<file path="src/rtl/multicycle_control_fsm_pkg.sv">
// ctrl_pkg: state encodings, opcode and ALU-op constants for the multicycle RV32I sequencer.
package ctrl_pkg;

    typedef enum logic [2:0] {
        S_IDLE   = 3'd0,
        S_FETCH  = 3'd1,
        S_DECODE = 3'd2,
        S_EXEC   = 3'd3,
        S_MEM    = 3'd4,
        S_WB     = 3'd5,
        S_TRAP   = 3'd6
    } state_t;

    typedef enum logic [2:0] {
        CLS_NONE,
        CLS_BRANCH,
        CLS_LOAD,
        CLS_STORE,
        CLS_OPIMM,
        CLS_OP
    } cls_t;

    localparam logic [6:0] OPC_BRANCH = 7'b1100011;
    localparam logic [6:0] OPC_LOAD   = 7'b0000011;
    localparam logic [6:0] OPC_STORE  = 7'b0100011;
    localparam logic [6:0] OPC_OPIMM  = 7'b0010011;
    localparam logic [6:0] OPC_OP     = 7'b0110011;

    localparam logic [6:0] F7_ZERO = 7'b0000000;
    localparam logic [6:0] F7_ALT  = 7'b0100000;

    localparam logic [3:0] ALU_ADD  = 4'd0;
    localparam logic [3:0] ALU_SUB  = 4'd1;
    localparam logic [3:0] ALU_SLL  = 4'd2;
    localparam logic [3:0] ALU_SLT  = 4'd3;
    localparam logic [3:0] ALU_SLTU = 4'd4;
    localparam logic [3:0] ALU_XOR  = 4'd5;
    localparam logic [3:0] ALU_SRL  = 4'd6;
    localparam logic [3:0] ALU_SRA  = 4'd7;
    localparam logic [3:0] ALU_OR   = 4'd8;
    localparam logic [3:0] ALU_AND  = 4'd9;

    // alt selects SUB/SRA over ADD/SRL; callers decide when funct7[5] is meaningful
    function automatic logic [3:0] alu_code(input logic [2:0] f3, input logic alt);
        case (f3)
            3'b000:  alu_code = alt ? ALU_SUB : ALU_ADD;
            3'b001:  alu_code = ALU_SLL;
            3'b010:  alu_code = ALU_SLT;
            3'b011:  alu_code = ALU_SLTU;
            3'b100:  alu_code = ALU_XOR;
            3'b101:  alu_code = alt ? ALU_SRA : ALU_SRL;
            3'b110:  alu_code = ALU_OR;
            default: alu_code = ALU_AND;
        endcase
    endfunction

endpackage

</file>
<file path="src/rtl/multicycle_control_fsm_alu_op_decoder.sv">
// alu_op_decoder: classifies an RV32I word, checks legality and picks the ALU op and branch polarity.
module alu_op_decoder
    import ctrl_pkg::*;
(
    input  logic [31:0] inst,
    output logic [3:0]  alu_op,
    output logic        legal,
    output cls_t        cls,
    output logic        br_inv
);

    logic [6:0] opc;
    logic [2:0] f3;
    logic [6:0] f7;
    logic       unused_bits;

    assign opc = inst[6:0];
    assign f3  = inst[14:12];
    assign f7  = inst[31:25];
    assign unused_bits = ^{inst[24:15], inst[11:7]};

    // BNE/BLT/BLTU are taken on a non-zero ALU result, the rest on zero
    assign br_inv = f3[0] ^ f3[2];

    always_comb begin
        cls    = CLS_NONE;
        legal  = 1'b0;
        alu_op = ALU_ADD;
        case (opc)
            OPC_BRANCH: begin
                cls    = CLS_BRANCH;
                legal  = f3[2:1] != 2'b01;
                alu_op = f3[2] ? (f3[1] ? ALU_SLTU : ALU_SLT) : ALU_SUB;
            end
            OPC_LOAD: begin
                cls   = CLS_LOAD;
                legal = f3 == 3'b010;
            end
            OPC_STORE: begin
                cls   = CLS_STORE;
                legal = f3 == 3'b010;
            end
            OPC_OPIMM: begin
                cls    = CLS_OPIMM;
                legal  = f3 == 3'b001 ? f7 == F7_ZERO :
                         f3 == 3'b101 ? (f7 == F7_ZERO || f7 == F7_ALT) : 1'b1;
                alu_op = alu_code(f3, f3 == 3'b101 && f7[5]);
            end
            OPC_OP: begin
                cls    = CLS_OP;
                legal  = f7 == F7_ZERO || (f7 == F7_ALT && (f3 == 3'b000 || f3 == 3'b101));
                alu_op = alu_code(f3, f7[5]);
            end
            default: ;
        endcase
    end

endmodule

</file>
<file path="src/rtl/multicycle_control_fsm.sv">
// multicycle_control_fsm: IDLE/FETCH/DECODE/EXEC/MEM/WB/TRAP sequencer with req/ack memory timeouts.
// Define MULTICYCLE_PERF_EN to add cycle_cnt_o/instret_cnt_o performance counters.
module multicycle_control_fsm
    import ctrl_pkg::*;
#(
    parameter int WAIT_MAX = 15,
    parameter int CNT_W    = 4
) (
    input  logic        clk_i,
    input  logic        rst_n_i,
    input  logic [31:0] Inst_i,
    input  logic        imem_ack_i,
    input  logic        dmem_ack_i,
    input  logic        alu_zero_i,
    output logic        imem_req_o,
    output logic        ir_we_o,
    output logic        pc_we_o,
    output logic        pc_src_o,
    output logic        dmem_req_o,
    output logic        dmem_we_o,
    output logic        alu_src_o,
    output logic [3:0]  alu_op_o,
    output logic        reg_we_o,
    output logic        mem_to_reg_o,
    output logic        illegal_o,
    output logic        timeout_o,
`ifdef MULTICYCLE_PERF_EN
    output logic [31:0] cycle_cnt_o,
    output logic [31:0] instret_cnt_o,
    output logic [2:0]  state_o
`else
    output logic [2:0]  state_o
`endif
);

    localparam logic [CNT_W-1:0] CNT_LAST = CNT_W'(WAIT_MAX - 1);

    state_t           state;
    logic [CNT_W-1:0] cnt;
    logic [3:0]       alu_op;
    logic             legal;
    cls_t             cls;
    logic             br_inv;
    logic             is_mem;

    alu_op_decoder u_dec (
        .inst   (Inst_i),
        .alu_op (alu_op),
        .legal  (legal),
        .cls    (cls),
        .br_inv (br_inv)
    );

    assign is_mem = cls == CLS_LOAD || cls == CLS_STORE;

    assign state_o      = state;
    assign imem_req_o   = state == S_FETCH;
    assign ir_we_o      = state == S_FETCH && imem_ack_i;
    assign dmem_req_o   = state == S_MEM;
    assign dmem_we_o    = state == S_MEM && cls == CLS_STORE;
    assign alu_op_o     = state == S_EXEC ? alu_op : ALU_ADD;
    assign alu_src_o    = state == S_EXEC && (is_mem || cls == CLS_OPIMM);
    assign pc_src_o     = state == S_EXEC && cls == CLS_BRANCH && (alu_zero_i ^ br_inv);
    assign reg_we_o     = state == S_WB;
    assign mem_to_reg_o = state == S_WB && cls == CLS_LOAD;
    assign pc_we_o      = (state == S_EXEC && cls == CLS_BRANCH) ||
                          (state == S_MEM && cls == CLS_STORE && dmem_ack_i) ||
                          state == S_WB;

    // cnt defaults to 0 so it is already clear on every entry to FETCH and MEM
    always_ff @(posedge clk_i or negedge rst_n_i) begin
        if (!rst_n_i) begin
            state     <= S_IDLE;
            cnt       <= '0;
            illegal_o <= 1'b0;
            timeout_o <= 1'b0;
        end else begin
            cnt <= '0;
            case (state)
                S_IDLE: state <= S_FETCH;
                S_FETCH, S_MEM: begin
                    if (state == S_FETCH ? imem_ack_i : dmem_ack_i) begin
                        if (state == S_FETCH)
                            state <= S_DECODE;
                        else if (cls == CLS_STORE)
                            state <= S_FETCH;
                        else
                            state <= S_WB;
                    end else if (cnt == CNT_LAST) begin
                        timeout_o <= 1'b1;
                        state     <= S_TRAP;
                    end else begin
                        cnt <= cnt + 1'b1;
                    end
                end
                S_DECODE: begin
                    if (legal) begin
                        state <= S_EXEC;
                    end else begin
                        illegal_o <= 1'b1;
                        state     <= S_TRAP;
                    end
                end
                S_EXEC: begin
                    if (cls == CLS_BRANCH)
                        state <= S_FETCH;
                    else if (is_mem)
                        state <= S_MEM;
                    else
                        state <= S_WB;
                end
                S_WB:    state <= S_FETCH;
                default: state <= S_TRAP;
            endcase
        end
    end

`ifdef MULTICYCLE_PERF_EN
    always_ff @(posedge clk_i or negedge rst_n_i) begin
        if (!rst_n_i) begin
            cycle_cnt_o   <= '0;
            instret_cnt_o <= '0;
        end else begin
            if (state != S_IDLE && state != S_TRAP)
                cycle_cnt_o <= cycle_cnt_o + 32'd1;
            if (pc_we_o)
                instret_cnt_o <= instret_cnt_o + 32'd1;
        end
    end
`endif

endmodule

</file>
<file path="config.mk">
export PLATFORM = sky130hd
export DESIGN_NAME = multicycle_control_fsm
export DESIGN_NICKNAME = d
export VERILOG_FILES = /design/src/rtl/multicycle_control_fsm_pkg.sv /design/src/rtl/multicycle_control_fsm_alu_op_decoder.sv /design/src/rtl/multicycle_control_fsm.sv
export SDC_FILE = /design/constraint.sdc
export NUM_CORES = 1
export LEC_CHECK = 0
export ABC_AREA = 1
export ABC_CLOCK_PERIOD_IN_PS = 1600
export CAP_MARGIN = 10
export CELL_PAD_IN_SITES_DETAIL_PLACEMENT = 1
export CELL_PAD_IN_SITES_GLOBAL_PLACEMENT = 1
export CORE_UTILIZATION = 24
export DETAILED_ROUTE_END_ITERATION = 8
export PLACE_DENSITY = 0.77
export SYNTH_ARGS = -nofsm -noshare
export SYNTH_HDL_FRONTEND = slang
export SYNTH_HIERARCHICAL = 1
export SYNTH_SLANG_ARGS = --single-unit
</file>
<file path="constraint.sdc">
create_clock -name clk_i -period 1.6 [get_ports clk_i]
set_input_delay 0.16 -clock clk_i [delete_from_list [all_inputs] [get_ports clk_i]]
set_output_delay 0.16 -clock clk_i [all_outputs]
set_load 0.005 [all_outputs]
</file>
# --- Word-level counts from Yosys, hierarchy flattened ---
# Index checks and enable logic that the tools add are counted.
totals:
  word_cells: 83
  output_inout_bits: 18
  inputBits: 37
  regBits: 9
op_classes:
  addsub: 1
  mux: 26
  reduce_logical: 24
  bitwise_logic: 4
  n_eq_ne: 24
op_table:
  columns: ["op", "n"]
  rows:
  - ["4-bit one-hot mux with 7 select lines", 2]
  - ["7-bit by 6-bit == test with 1-bit output, second input constant", 3]
  - ["3-bit two-way mux", 7]
  - ["4-bit two-way mux", 5]
  - ["3-bit by 2-bit == test with 1-bit output, second input constant", 6]
  - ["3-bit == test, second input constant", 6]
  - ["3-bit one-hot mux with 5 select lines", 1]
  - ["3-bit one-hot mux with 4 select lines", 1]
  - ["4-bit one-hot mux with 3 select lines", 1]
  - ["3-bit by 1-bit == test with 1-bit output, second input constant", 3]
  - ["1-bit logical AND", 9]
  - ["1-bit two-way mux", 8]
  - ["7-bit by 2-bit == test with 1-bit output, second input constant", 1]
  - ["7-bit by 5-bit == test with 1-bit output, second input constant", 1]
  - ["7-bit == test, second input constant", 1]
  - ["7-bit logical NOT", 1]
  - ["1-bit logical OR", 7]
  - ["3-bit logical NOT", 2]
  - ["2-bit OR reduction", 3]
  - ["4-bit by 1-bit adder with 4-bit output, second input constant", 1]
  - ["4-bit == test, second input constant", 1]
  - ["1-bit one-hot mux with 4 select lines", 1]
  - ["3-bit inequality test, second input constant", 1]
  - ["3-bit AND reduction", 1]
  - ["other kinds (4)", 6]

# --- Depth between registers and ports, before layout ---
# Gate-level depths: netlist of run 1.
depth:
  ltp_word: 7
  mapped_depth: 15
  ltp_nobuf: 15

# --- By module ---
# Netlist of run 1, hierarchy kept.
by_module_without_submodules:
  columns: ["module", "cells_per_inst", "area_per_inst_um2", "n_inst", "seq_area_each_um2"]
  rows:
  - ["multicycle_control_fsm", 89, 640.6, 1, 225.2]
  - ["alu_op_decoder", 68, 305.3, 1, 0.0]

# --- Least setup slack after synthesis of run 1 ---
# OpenSTA, ideal clock, no wires.
synth_timing:
  path_type: "input to output"
  start: "in Inst_i[3]"
  end: "out pc_we_o"
  slack_ns: 0.089
  cell_stages: 7
  n_path_buf: 0
  arrival_ns: 1.351
  cell_sequence: "nor2_1 -> nand2_2 -> a211oi_1 -> nand2_1 -> nor3_1 -> nand2_1 -> nand3_1"
synth_between:
  elab_chain_cells: 7
synth_rtl:
  columns: ["item", "line_no", "text"]
  rows:
  - ["from (decl)", "multicycle_control_fsm.sv:11", "input logic [31:0] Inst_i,"]
  - ["7-bit by 6-bit == test with 1-bit output, or another cell as far along", "multicycle_control_fsm_alu_op_decoder.sv:29", "case (opc)"]
  - ["3-bit one-hot mux with 5 select lines *", "multicycle_control_fsm_alu_op_decoder.sv:29", null]
  - ["via cls[0]", "multicycle_control_fsm.sv:42", "cls_t cls;"]
  - ["3-bit by 2-bit == test with 1-bit output *", null, null]
  - ["1-bit logical AND *", null, null]
  - ["via dmem_we_o", "multicycle_control_fsm.sv:20", "output logic dmem_we_o,"]
  - ["1-bit logical AND *", "multicycle_control_fsm.sv:67", "(state == S_MEM && cls == CLS_STORE && dmem_ack_i) ||"]
  - ["1-bit logical OR *", "multicycle_control_fsm.sv:66", "assign pc_we_o = (state == S_EXEC && cls == CLS_BRANCH) ||"]
  - ["1-bit logical OR *", "multicycle_control_fsm.sv:67", null]
  - ["to (decl)", "multicycle_control_fsm.sv:17", "output logic pc_we_o,"]
# Mark *: on every way through the listed nets, which the timed path passes. The rest lies on a longest branch.

# --- Worst setup path in the final report of run 1 ---
layout_timing:
  start: "in Inst_i[3]"
  end: "out pc_we_o"
layout_between:
  elab_chain_cells: 7
layout_rtl:
  columns: ["item", "line_no"]
  rows:
  - ["7-bit by 6-bit == test with 1-bit output, or another cell as far along", "multicycle_control_fsm_alu_op_decoder.sv:29"]
  - ["3-bit one-hot mux with 5 select lines *", "multicycle_control_fsm_alu_op_decoder.sv:29"]
  - ["via cls[1]", "multicycle_control_fsm.sv:42"]
  - ["3-bit by 2-bit == test with 1-bit output", "multicycle_control_fsm.sv:67"]
  - ["1-bit logical AND (2 in a row)", "multicycle_control_fsm.sv:67"]
  - ["1-bit logical OR *", "multicycle_control_fsm.sv:66"]
  - ["1-bit logical OR *", "multicycle_control_fsm.sv:67"]
# Marked as above.

==> run metrics, run 1 <==
Sw Pwr 0.914 mW; total clock sinks 9; die width 64.8 um; total gr overflow 0; sequential share of power 17.0%; Setup Viol. Count Final 0; first-pass GRT wire length 6860 um; synth-to-layout area growth 111%; H-tree depth 1; drt pass-1 iters 4; critical path class input pin to primary output; status finished clean; RSZ-0062 raised after global routing yes; maximum capacitance violations 0; R2R setup slack 0.06 ns; Internal 1.21 mW; Final Hold Fails 0; total CTS buffers 3; switch share 43.0%; area of the multi-input gates 761 sq um; area of the die 4200 sq um; Via-to-Cell Ratio 4.51; vias in the first global route 1,455; layout net count 295; I/O pin cnt 55; ANT cells 0; hold crit path type input pin to async pin; Peak Freq 0.634 GHz; Synth Area per Inst 6.02 sq um; Tot Pwr 2.12 mW; Cell variety after synth 27; IO Port Bufs 39; register area share after synthesis 23.8%; drt total wl 4390 um; crit-path max FO 3; Mapped Cells 157; Mapped Area 946 sq um; register area 229 sq um; Total Routing Usage GR 21.2%; HPWL after DPL 2570 um; Initial Util 25.5%; Fin Clk Skew 0.000797 ns; Syn Nets 196; Filler cells 478; CTS clock-pin slew for the worst setup and hold paths 0.05 ns; DRT iter0 DRCs 43; Worst Path Arrival 1.42 ns; Worst R2R Path Depth 11; worst slew pin tran 0.400 ns; layout cells sized above 1 51.4%; Clock Latency Late Sink 0.23 ns; Die Ht 64.8 um; # hold bufs at CTS 0; EDFF count, synth 0; fin crit share 98.5%; maximum clock insertion buffer count 2; Leakage 1.03 nW; pwr dens 1060 nW/um^2; drt drc 0; drt wl/cell 14.5 um; Clock Tree Root clkbuf_8; routed vias 1,368; critical path launch point type input pin; Yosys reg bits 9; final core utilization 53.8%; Clk pwr share 12.5%; Worst VDD drop 0.670 mV; Max Slew Vio Count 0; antenna viol nets, final 0; Critical Path RT 1.44 ns; Post-synth top flop dfrtp_1; reg-to-reg endpoint state_o[2]; largest net degree at the start of global routing 10; Rows 22; Yosys warning total 6; slew margin rel. 73.2%; initial antenna violation count 0; GP Congestion 0.815; min cycle time layout 1.58 ns; crit end category primary output; Reg-to-Reg Start state_o[1]; core area 3720 sq um; combinational share of power 70.5%; TritonCTS clock tree done; asr flop ratio synth 100%
power groups by stage:
stage               Clock [mW]  Sequential [mW]  Combinational [mW]
floorplan                    0            0.360               0.464
global placement             0            0.361                1.03
detailed placement           0            0.367                1.06
CTS                      0.276            0.359                1.25
global route             0.283            0.371                1.61
finish                   0.266            0.361                1.50
cell usage in the layout (no fill, tap or decap), drive strengths merged:
master | synthesis | routed
o21ai | 4 | 4
dfrtp | 9 | 9
xor2 | 1 | 1
inv | 31 | 31
a31oi | 1 | 1
a21oi | 5 | 5
a22oi | 1 | 1
nand4 | 3 | 3
dlymetal6s2s | 0 | 4
xnor2 | 2 | 2
nor2 | 35 | 35
clkbuf | 0 | 11
o21a | 1 | 1
buf | 0 | 66
nand3 | 14 | 14
nor3 | 3 | 3
a211oi | 1 | 1
ha | 2 | 2
dlygate4sd2 | 0 | 4
and3 | 1 | 1
nand2 | 42 | 42
a31o | 1 | 1
clkdlybuf4s50 | 0 | 13
flip-flops by register name, indices dropped and copies added, names as in the netlist:
name and cells:
illegal_o 1, cnt 4, state_o 3, timeout_o 1
repair_timing:
action	CTS	global route
setup buffers	18	5
endpoints found under the setup margin	15	15
endpoints found under the hold margin	0	0
gates resized for setup	93	45
pin swaps	19	26
through the flow:
stage          hold WS [ns]  cell area, sq um  TNS (ns)  setup slack, ns  cells
2_1_floorplan        -0.136               946         0           0.0888    157
3_3_place_gp          0.453              1640     -6.14           -0.663    277
3_5_place_dp          0.458              1640     -6.62           -0.770    277
4_1_cts               0.229              1910   -0.0106          -0.0106    299
5_1_grt               0.262              2000    -0.149          -0.0694    303
6_report              0.224              2000         0           0.0237    303
cells by family (layout without fill, tap and decap cells):
group           after synthesis  count (layout)  share of synthesized area, %
flops                         9               9                          23.8
fa+ha+maj                     2               2                          2.65
buf+inv                      31             129                          12.3
xor+xnor                      3               3                          2.78
compound gates               14              14                          11.1
simple gates                 98              98                          47.4
Yosys cell counts, types with 2 or more instances:
cell type | number | share of area, %
a21oi_1 | 4 | 2.1
dfrtp_1 | 9 | 24
ha_1 | 2 | 2.6
inv_1 | 28 | 11
inv_2 | 3 | 1.2
nand2_1 | 38 | 15
nand2_2 | 3 | 2.0
nand3_1 | 11 | 5.8
nand3_2 | 3 | 3.2
nand4_1 | 3 | 2.0
nor2_1 | 30 | 12
nor2_2 | 4 | 2.6
nor3_1 | 3 | 1.6
o21ai_1 | 2 | 1.1
xnor2_1 | 2 | 1.9
worst max-delay path, stage by stage:
cell,delay (ns)
buf_6,0.10
nor2_4,0.13
buf_6,0.11
nand4_1,0.16
inv_2,0.14
buf_6,0.11
nand2_4,0.06
nor3_4,0.19
nand2_1,0.09
nand3_2,0.07
buf_2,0.10
worst max path at each step:
stage                    start    endpoint  slack [ns]  cells past startpoint
detailed placement   Inst_i[3]     pc_we_o       -0.77                      9
floorplan            Inst_i[3]     pc_we_o        0.09                      7
CTS                  Inst_i[2]     pc_we_o       -0.01                      9
global placement     Inst_i[3]     pc_we_o       -0.66                      9
global route        Inst_i[29]  state_o[2]       -0.07                     15
finish               Inst_i[3]     pc_we_o        0.02                     11
per-layer routing:
metal	vias to the layer above	wire length [um]	part of all wire [%]	global-route usage (%)
met5	-	0	0	0
met4	0	68	1.6	7.78
met3	8	91	2.1	1.94
met2	30	2320	53	39.7
met1	644	1910	43	24.5
li1	686	-	-	-
layout make-up:
class	instances	share of cell area, %
Clock buffer	4	2.25
Tap cell	48	3.00
Sequential cell	9	11.5
Multi-Input combinational cell	117	38.0
Timing Repair Buffer	94	39.3
Inverter	31	5.94
No activity file was read; power rests on OpenSTA's default activity.
==> run 2, diff against run 1 <==
- SLEW_MARGIN: unset -> 20
==> results of run 2 <==
Final layout, timing and power as in run 1 (identical DEF).
==> run 3, diff against run 2 <==
- CELL_PAD_IN_SITES_DETAIL_PLACEMENT: 1 -> unset
- CELL_PAD_IN_SITES_GLOBAL_PLACEMENT: 1 -> unset
- CORE_UTILIZATION: 24 -> 38
- PLACE_DENSITY: 0.77 -> 0.78
==> run metrics, run 3 (synthesis results as in run 1) <==
crit-path max FO 2 (was 3); RSZ-0062 raised after global routing yes (unchanged); initial antenna violation count 0 (unchanged); DRT iter0 DRCs 74 (was 43); placed cell count 255 (was 277); vias in the first global route 1,441 (was 1,455); Tot Pwr 2.12 mW (about the same); maximum clock insertion buffer count 2 (unchanged); Worst VDD drop 1.20 mV (was 0.670 mV); Non-Filler Instances 286 (was 303); GP Congestion 0.853 (was 0.815); H-tree depth 1 (unchanged); Fin Hold WS 0.196 ns (was 0.224 ns); CP peak stage delay 0.39 ns (was 0.19 ns); Worst Path Arrival 1.56 ns (was 1.42 ns); Total Routing Usage GR 30.7% (was 21.2%); CTS clock-pin slew for the worst setup and hold paths 0.07 ns (was 0.05 ns); Filler cells 126 (was 478); Clock Latency Late Sink 0.26 ns (was 0.23 ns); CP dominant cell by count buf_6 (unchanged); worst slew pin tran 0.422 ns (was 0.400 ns); largest net degree at the start of global routing 10 (unchanged); area of the die 2690 sq um (was 4200 sq um); R2R setup slack 0.04 ns (was 0.06 ns); antenna viol nets, final 0 (unchanged); drt drc 0 (unchanged); commonest non-fill, non-tap cell in the layout buf_4 (unchanged); total clock sinks 9 (unchanged); reg-to-reg endpoint state_o[2] (unchanged); Largest Register cnt (unchanged); Area after DPL 1600 sq um (was 1640 sq um); first-pass GRT wire length 6110 um (was 6860 um); Reg-to-Reg Start state_o[1] (unchanged); Largest register FFs 4 (unchanged); Via-to-Cell Ratio 5.41 (was 4.51); I/O pin cnt 55 (unchanged); Peak Freq 0.580 GHz (was 0.634 GHz); Worst R2R Path Depth 10 (was 11); slew margin rel. 71.8% (was 73.2%); synth-to-layout area growth 105% (was 111%); layout net count 298 (was 295); layout cells sized above 1 50.8% (was 51.4%); die width 51.9 um (was 64.8 um); hold crit path type input pin to async pin (unchanged); failing checks negative setup slack; drt total wl 4480 um (was 4390 um); Final Hold Fails 0 (unchanged); drt wl/cell 15.6 um (was 14.5 um); drt pass-1 iters 4 (unchanged); Max Slew Vio Count 0 (unchanged); fin crit share 108% (was 98.5%); HPWL after DPL 2240 um (was 2570 um); TNS Setup -0.316 ns (was 0 ns); Fin Clk Skew 0.00530 ns (was 0.000797 ns); TritonCTS clock tree done (unchanged); critical path class register to primary output (was input pin to primary output); pwr dens 1100 nW/um^2 (was 1060 nW/um^2); Die Ht 51.9 um (was 64.8 um); register area 228 sq um (was 229 sq um); IO Port Bufs 39 (unchanged); critical path launch point type register (was input pin); core area 2280 sq um (was 3720 sq um); Clock Tree Root clkbuf_4 (was clkbuf_8); status finished, violations left (was finished clean); routed vias 1,547 (was 1,368); Critical Path RT 1.44 ns (about the same); min cycle time layout 1.72 ns (was 1.58 ns); Setup Viol. Count Final 6 (was 0); Rows 17 (was 22); total CTS buffers 3 (unchanged); maximum capacitance violations 0 (unchanged); crit end category primary output (unchanged); Leakage 1.05 nW (was 1.03 nW); CP max stage cell dfrtp_1 (was nor3_4); Design Area, Final 1940 sq um (was 2000 sq um); most frequent cells in the layout buf_4 (47), nand2_1 (33), nor2_1 (22) (was buf_4 (42), nand2_1 (32), nor2_1 (21)); worst-path cell chain buf_6, nor2_4, nand2_4, buf_6, nor3_4, nand2_1, nand3_1, buf_2 (was buf_6, nor2_4, buf_6, nand4_1, inv_2, buf_6, nand2_4, nor3_4, nand2_1, nand3_2, buf_2); Initial Util 41.6% (was 25.5%); total gr overflow 0 (unchanged); area of the multi-input gates 732 sq um (was 761 sq um); ANT cells 0 (unchanged); Worst Setup Slack, final -0.123 ns (was 0.0237 ns)
-- run 3: final cells by class --
cell class,count,share of cell area (%)
Timing Repair Buffer,97,41.1
Multi-Input combinational cell,117,37.7
Sequential cell,9,11.7
Inverter,31,6.26
Tap cell,28,1.81
Clock buffer,4,1.35
-- run 3: timing repair --
action                     4_1_cts  5_1_grt
resized for setup               86       46
buffers inserted                17       11
pin swaps                       18       26
setup endpoints to repair       14       14
gates cloned                     0        0
hold buffers                     0        0
-- run 3: power breakdown --
group | internal (mW) | switching, mW | leakage [nW]
Clock | 0.0962 | 0.0835 | 0.0150
Combinational | 0.817 | 0.775 | 0.924
Sequential | 0.290 | 0.0618 | 0.111
Total | 1.20 | 0.921 | 1.05
-- run 3: metrics by stage --
| step | utilization [%] | worst slack (ns) |
|---|---|---|
| 6_report | 85.2 | -0.123 |
| 5_1_grt | 85.2 | -0.177 |
| 4_1_cts | 78.6 | -0.127 |
| 3_5_place_dp | 70.5 | -0.713 |
| 3_3_place_gp | 70.5 | -0.620 |
| 2_1_floorplan | - | 0.0888 |
-- run 3: worst max-delay path by stage --
stage,cells after the start,startpoint,slack (ns),to
2_1_floorplan,7,Inst_i[3],0.09,pc_we_o
3_3_place_gp,9,Inst_i[3],-0.62,pc_we_o
3_5_place_dp,10,Inst_i[0],-0.71,pc_we_o
4_1_cts,4,state_o[0],-0.13,ir_we_o
5_1_grt,8,state_o[1],-0.18,pc_we_o
6_report,8,state_o[1],-0.12,pc_we_o
-- run 3: critical path: cells and delay by family (launching register included) --
kind          cells  cell delay, ns
buf+inv           3            0.36
flops             1            0.39
simple gates      5            0.55
-- run 3: layer usage --
metal / global-route usage [%] / wire length, um / vias up / share of wire, %
met3: 3.22 / 298 / 19 / 6.7
met4: 15.3 / 164 / 0 / 3.7
met2: 56.4 / 2190 / 87 / 49
li1: - / - / 693 / -
met5: 0 / 0 / - / 0
met1: 34.4 / 1820 / 748 / 41
==> edit 1: new RTL, flow settings as in run 3 <==
`CNT_W`: 4 -> 6.
--- a/src/rtl/multicycle_control_fsm.sv
+++ b/src/rtl/multicycle_control_fsm.sv
@@ -5,5 +5,5 @@
 #(
     parameter int WAIT_MAX = 15,
-    parameter int CNT_W    = 4
+    parameter int CNT_W    = 6
 ) (
     input  logic        clk_i,
Function: same outputs for any inputs over 10 cycles, from zero or initial values and one cycle with rst_n_i low; that may be too few to reach the edited logic, so the function may still have changed.
==> edit 1 against run 3 <==
Cell area fell by 7.5%. Final cell count fell by 2.8%. Routed wire length fell by 31%. Count of clock-buffer cells in the layout did not move. Worst setup slack improved by 0.15 ns. Via count fell by 15%. Synthesized area rose by 9.5%. First-iteration DRC count fell by 77%. Clock skew rose by 0.0013 ns. Sequential cell count rose by 2. Critical path type is now in -> out.
Power is left out: it rests on default switching activity, and per cell area and clock period it moved more than threefold.
==> edit 1: results (changes against run 3) <==
status=completed; CP max FO=2 (unchanged); syn_nets=208 (+6.1%); GRT met1 Usage=28.6% (-5.8 points); CP endpoint=pc_we_o; nets@finish=288 (-3.4%); Top Metal Used=met4; Pre-antenna DRT Iters=4 (unchanged); Clock transition at path regs=0.07 ns (about the same); Post-Synth Adder-Cell Area=2.42% (-0.23 points); drt total wl=3100 microns (-31%); Iter 0 DRT Violations=17 (-77%); XOR/XNOR share of the synthesized area=3.38% (+0.60 points); worst r2r src=state_o[2]$_DFFE_PN0P_; vias=1316 (-15%); Synth top cells by count=43 x nand2_1, 31 x inv_1, 30 x nor2_1; Yosys warnings=6 (unchanged); metal2 WL=1590 microns (-27%); worst hold slack=0.217 ns (+0.0209 ns); root buf cell=clkbuf_4; Arrival @ worst endpoint=1.41 ns (-0.15 ns); ys async rst share=100% (unchanged); wl on met1=1340 microns (-26%); reg2reg end=state_o[2]$_DFFE_PN0P_; grt met3 use=3.33% (+0.12 points); GR Overflow Total=0 (unchanged); r2r setup slk=0.12 ns (+0.08 ns); Clock Tree Buf Depth=2 (unchanged); DRT antenna net count=0 (unchanged); Synth cell types=25 (-7.4%); WL met3=157 microns (-47%); initial antenna violation count=0 (unchanged); Detail Placement HPWL=2160 microns (-3.6%); reg2reg path depth=7 (-3); Final setup viols=0 (-6); most flop-heavy register=cnt; share of layout cells above drive strength 1=36.7% (-14 points); number of CTS-inserted buffers=3 (unchanged); slowest stage delay, CP=0.21 ns (-0.18 ns); relative slew slack=67.7% (-4.0 points); first-pass GRT wire length=4840 microns (-21%); Max stage delay cell, worst path=nor3_4; Fin Clk Skew=0.00657 ns (+0.00127 ns); vias in the first global route=1204 (-16%); Post-CTS Setup Bufs=6 (-11); Largest register FFs=6 (+2); pin count of the biggest net entering global routing=12 (+2); post-synthesis compound-gate area fraction=8.33% (-2.8 points); mux cell area share after synthesis=0% (unchanged); Worst-Skew Late Latency=0.27 ns; GRT Total Usage=22.3% (-8.4 points); Synth area leaders=dfrtp_1 27%, nand2_1 16%, inv_1 11%; grt met2 use=39.0% (-17 points); # resized after CTS=61 (-29%); antenna cells=0 (unchanged); gp weighted congestion=0.826 (-3.2%); H-Tree Depth=1 (unchanged); sequential area share after synthesis=26.6% (+2.8 points); launch point of the worst path=Inst_i[2]
## edit 1: cell types whose count changed in the layout (fill, tap and decap cells not counted), moves of 4 or more
cell | before | now
buf_4 | 47 | 32
buf_6 | 12 | 4
nand2_1 | 33 | 41
buf_2 | 12 | 7
clkdlybuf4s50_1 | 10 | 15
nand3_1 | 7 | 12
dlymetal6s2s_1 | 6 | 2
inv_1 | 18 | 22
## edit 1: through the flow
stage                     instance area, sq um  setup WS [ns]  std cells
after floorplan                           1040         0.0888        169
after global placement                    1680         -0.604        267
after detailed placement                  1680         -0.657        267
after CTS                                 1790        -0.0207        277
after global routing                      1790        -0.0731        278
final                                     1790         0.0292        278
## edit 1: cell type report
class                   instances  area, sq um
repair buffers                 75          607
inverters                      33          126
multi-input cells             125          721
well taps                      30         37.5
clock buffers                   4         26.3
flip-flops and latches         11          277
fillers                       210          728
==> edit 2: new RTL, flow settings as in run 3 <==
Made on the original files. Register the output `timeout_o` once more, without a reset; this adds one clock of latency there. The other outputs are not delayed to match.
--- a/src/rtl/multicycle_control_fsm.sv
+++ b/src/rtl/multicycle_control_fsm.sv
@@ -35,4 +35,6 @@
 
     localparam logic [CNT_W-1:0] CNT_LAST = CNT_W'(WAIT_MAX - 1);
+
+    logic timeout_s0;
 
     state_t           state;
@@ -74,5 +76,5 @@
             cnt       <= '0;
             illegal_o <= 1'b0;
-            timeout_o <= 1'b0;
+            timeout_s0 <= 1'b0;
         end else begin
             cnt <= '0;
@@ -88,5 +90,5 @@
                             state <= S_WB;
                     end else if (cnt == CNT_LAST) begin
-                        timeout_o <= 1'b1;
+                        timeout_s0 <= 1'b1;
                         state     <= S_TRAP;
                     end else begin
@@ -130,4 +132,8 @@
 `endif
 
+    always_ff @(posedge clk_i) begin
+        timeout_o <= timeout_s0;
+    end
+
 endmodule
 
Formal check against the unedited RTL: same outputs for any inputs over 10 cycles, from zero or initial values and one cycle with rst_n_i low; that may be too few to reach the edited logic, so the function may still have changed.
==> edit 2 against run 3 <==
The flow still finishes with violations (negative setup slack). Total power shrank 2.5%. Via count shrank 4.0%. Global-route usage shrank 1.9 points. Sequential cell count grew 1. Die area grew 2.0%. Final cell count shrank 2.4%. Cell area shrank 2.8%. Worst setup slack gained 0.057 ns. Combinational power shrank 8%. Sequential share of layout area grew 1.3 points. Worst hold slack lost 0.020 ns. Routed wire length shrank 5.3%. Synthesized area grew 2.1%. Core utilization shrank 3.1 points. Highest routed layer unchanged.
==> edit 2: results (changes against run 3) <==
vias in the first global route=1380 (-4.2%); Post-Synth Adder-Cell Area=2.59% (-0.055 points); DP Cell Count=254 (-0.39%); fill cell count=139 (+10%); sequential area share after synthesis=25.4% (+1.6 points); Final setup viols=2 (-4); Syn Inst Count=158 (+0.64%); clock share of power=11.1% (+2.6 points); Iter 0 DRT Violations=59 (-20%); grt met3 use=3.77% (+0.55 points); setup TNS=-0.0963 ns (+0.219 ns); Setup WS post-layout=-0.0653 ns (+0.0574 ns); metal2 WL=2170 microns (-0.91%); Post-CTS Setup Bufs=18 (+1); maximum VDD drop=1.08 mV (-10%); drt total wl=4240 microns (-5.3%); nets@finish=291 (-2.3%); syn_nets=197 (+0.51%); failing checks=negative setup slack; Synth area leaders=dfrtp_1 23%, nand2_1 15%, nor2_1 12%; Wirelength per Cell=15.2 microns (-2.9%); Detail Placement HPWL=2440 microns (+9.3%); grt met2 use=53.6% (-2.8 points); GRT met1 Usage=29.8% (-4.6 points); CP max FO=4 (+2); Switching Power=880 uW (-4.4%); Arrival @ worst endpoint=1.51 ns (-0.05 ns); share of layout cells above drive strength 1=49.4% (-1.4 points); worst slack, placed=-0.664 ns (+0.0490 ns); slowest stage delay, CP=0.44 ns (+0.05 ns); # resized after CTS=79 (-8.1%); wl on met1=1650 microns (-9.6%); status=finished with violations; worst slew pin tran=0.398 ns (-0.0240 ns); first-pass GRT wire length=5710 microns (-6.4%)
==> edit 2: cell types whose count changed after synthesis <==
cell and delta:
dfxtp_1 +1
==> edit 2: logic make-up (layout without fill, tap and decap cells) <==
group,Yosys count,count (layout)
AND/OR/NAND/NOR,98,98
XOR/XNOR,3,3
adder cells (fa/ha/maj),2,2
AO/OA/AOI/OAI,14,14
flip-flops,10,10
buffers and inverters,31,124
==> edit 2: power groups by stage <==
stage / logic, mW / registers, mW / clock network (mW)
after floorplan: 0.464 / 0.386 / 0
after global placement: 0.999 / 0.381 / 0
after detailed placement: 1.04 / 0.388 / 0
after CTS: 1.23 / 0.367 / 0.233
after global routing: 1.55 / 0.380 / 0.241
final: 1.46 / 0.377 / 0.230
==> edit 2: final timing paths <==
| check | cells after the start | from | endpoint | slack, ns |
|---|---|---|---|---|
| max in group asynchronous | 1 | rst_n_i | state_o[2]$_DFFE_PN0P_ | 1.12 |
| worst max register to register | 8 | state_o[0]$_DFFE_PN0P_ | state_o[2]$_DFFE_PN0P_ | 0.06 |
| min in group clk_i | 0 | timeout_s0$_DFFE_PN0P_ | timeout_o$_DFF_P_ | 0.39 |
| worst max-delay path | 8 | state_o[0]$_DFFE_PN0P_ | pc_we_o | -0.07 |
| worst min-delay path | 1 | rst_n_i | state_o[0]$_DFFE_PN0P_ | 0.18 |
| worst min register to register | 0 | timeout_s0$_DFFE_PN0P_ | timeout_o$_DFF_P_ | 0.39 |
==> edit 2: layout make-up <==
| type | count | area, sq um | share of cell area, % |
|---|---|---|---|
| tap | 28 | 35.0 | 1.86 |
| sequential | 10 | 246 | 13.1 |
| clock buffer | 4 | 36.3 | 1.92 |
| timing repair buffer | 89 | 714 | 37.9 |
| multi-input combinational | 117 | 734 | 39.0 |
| inverter | 31 | 119 | 6.30 |
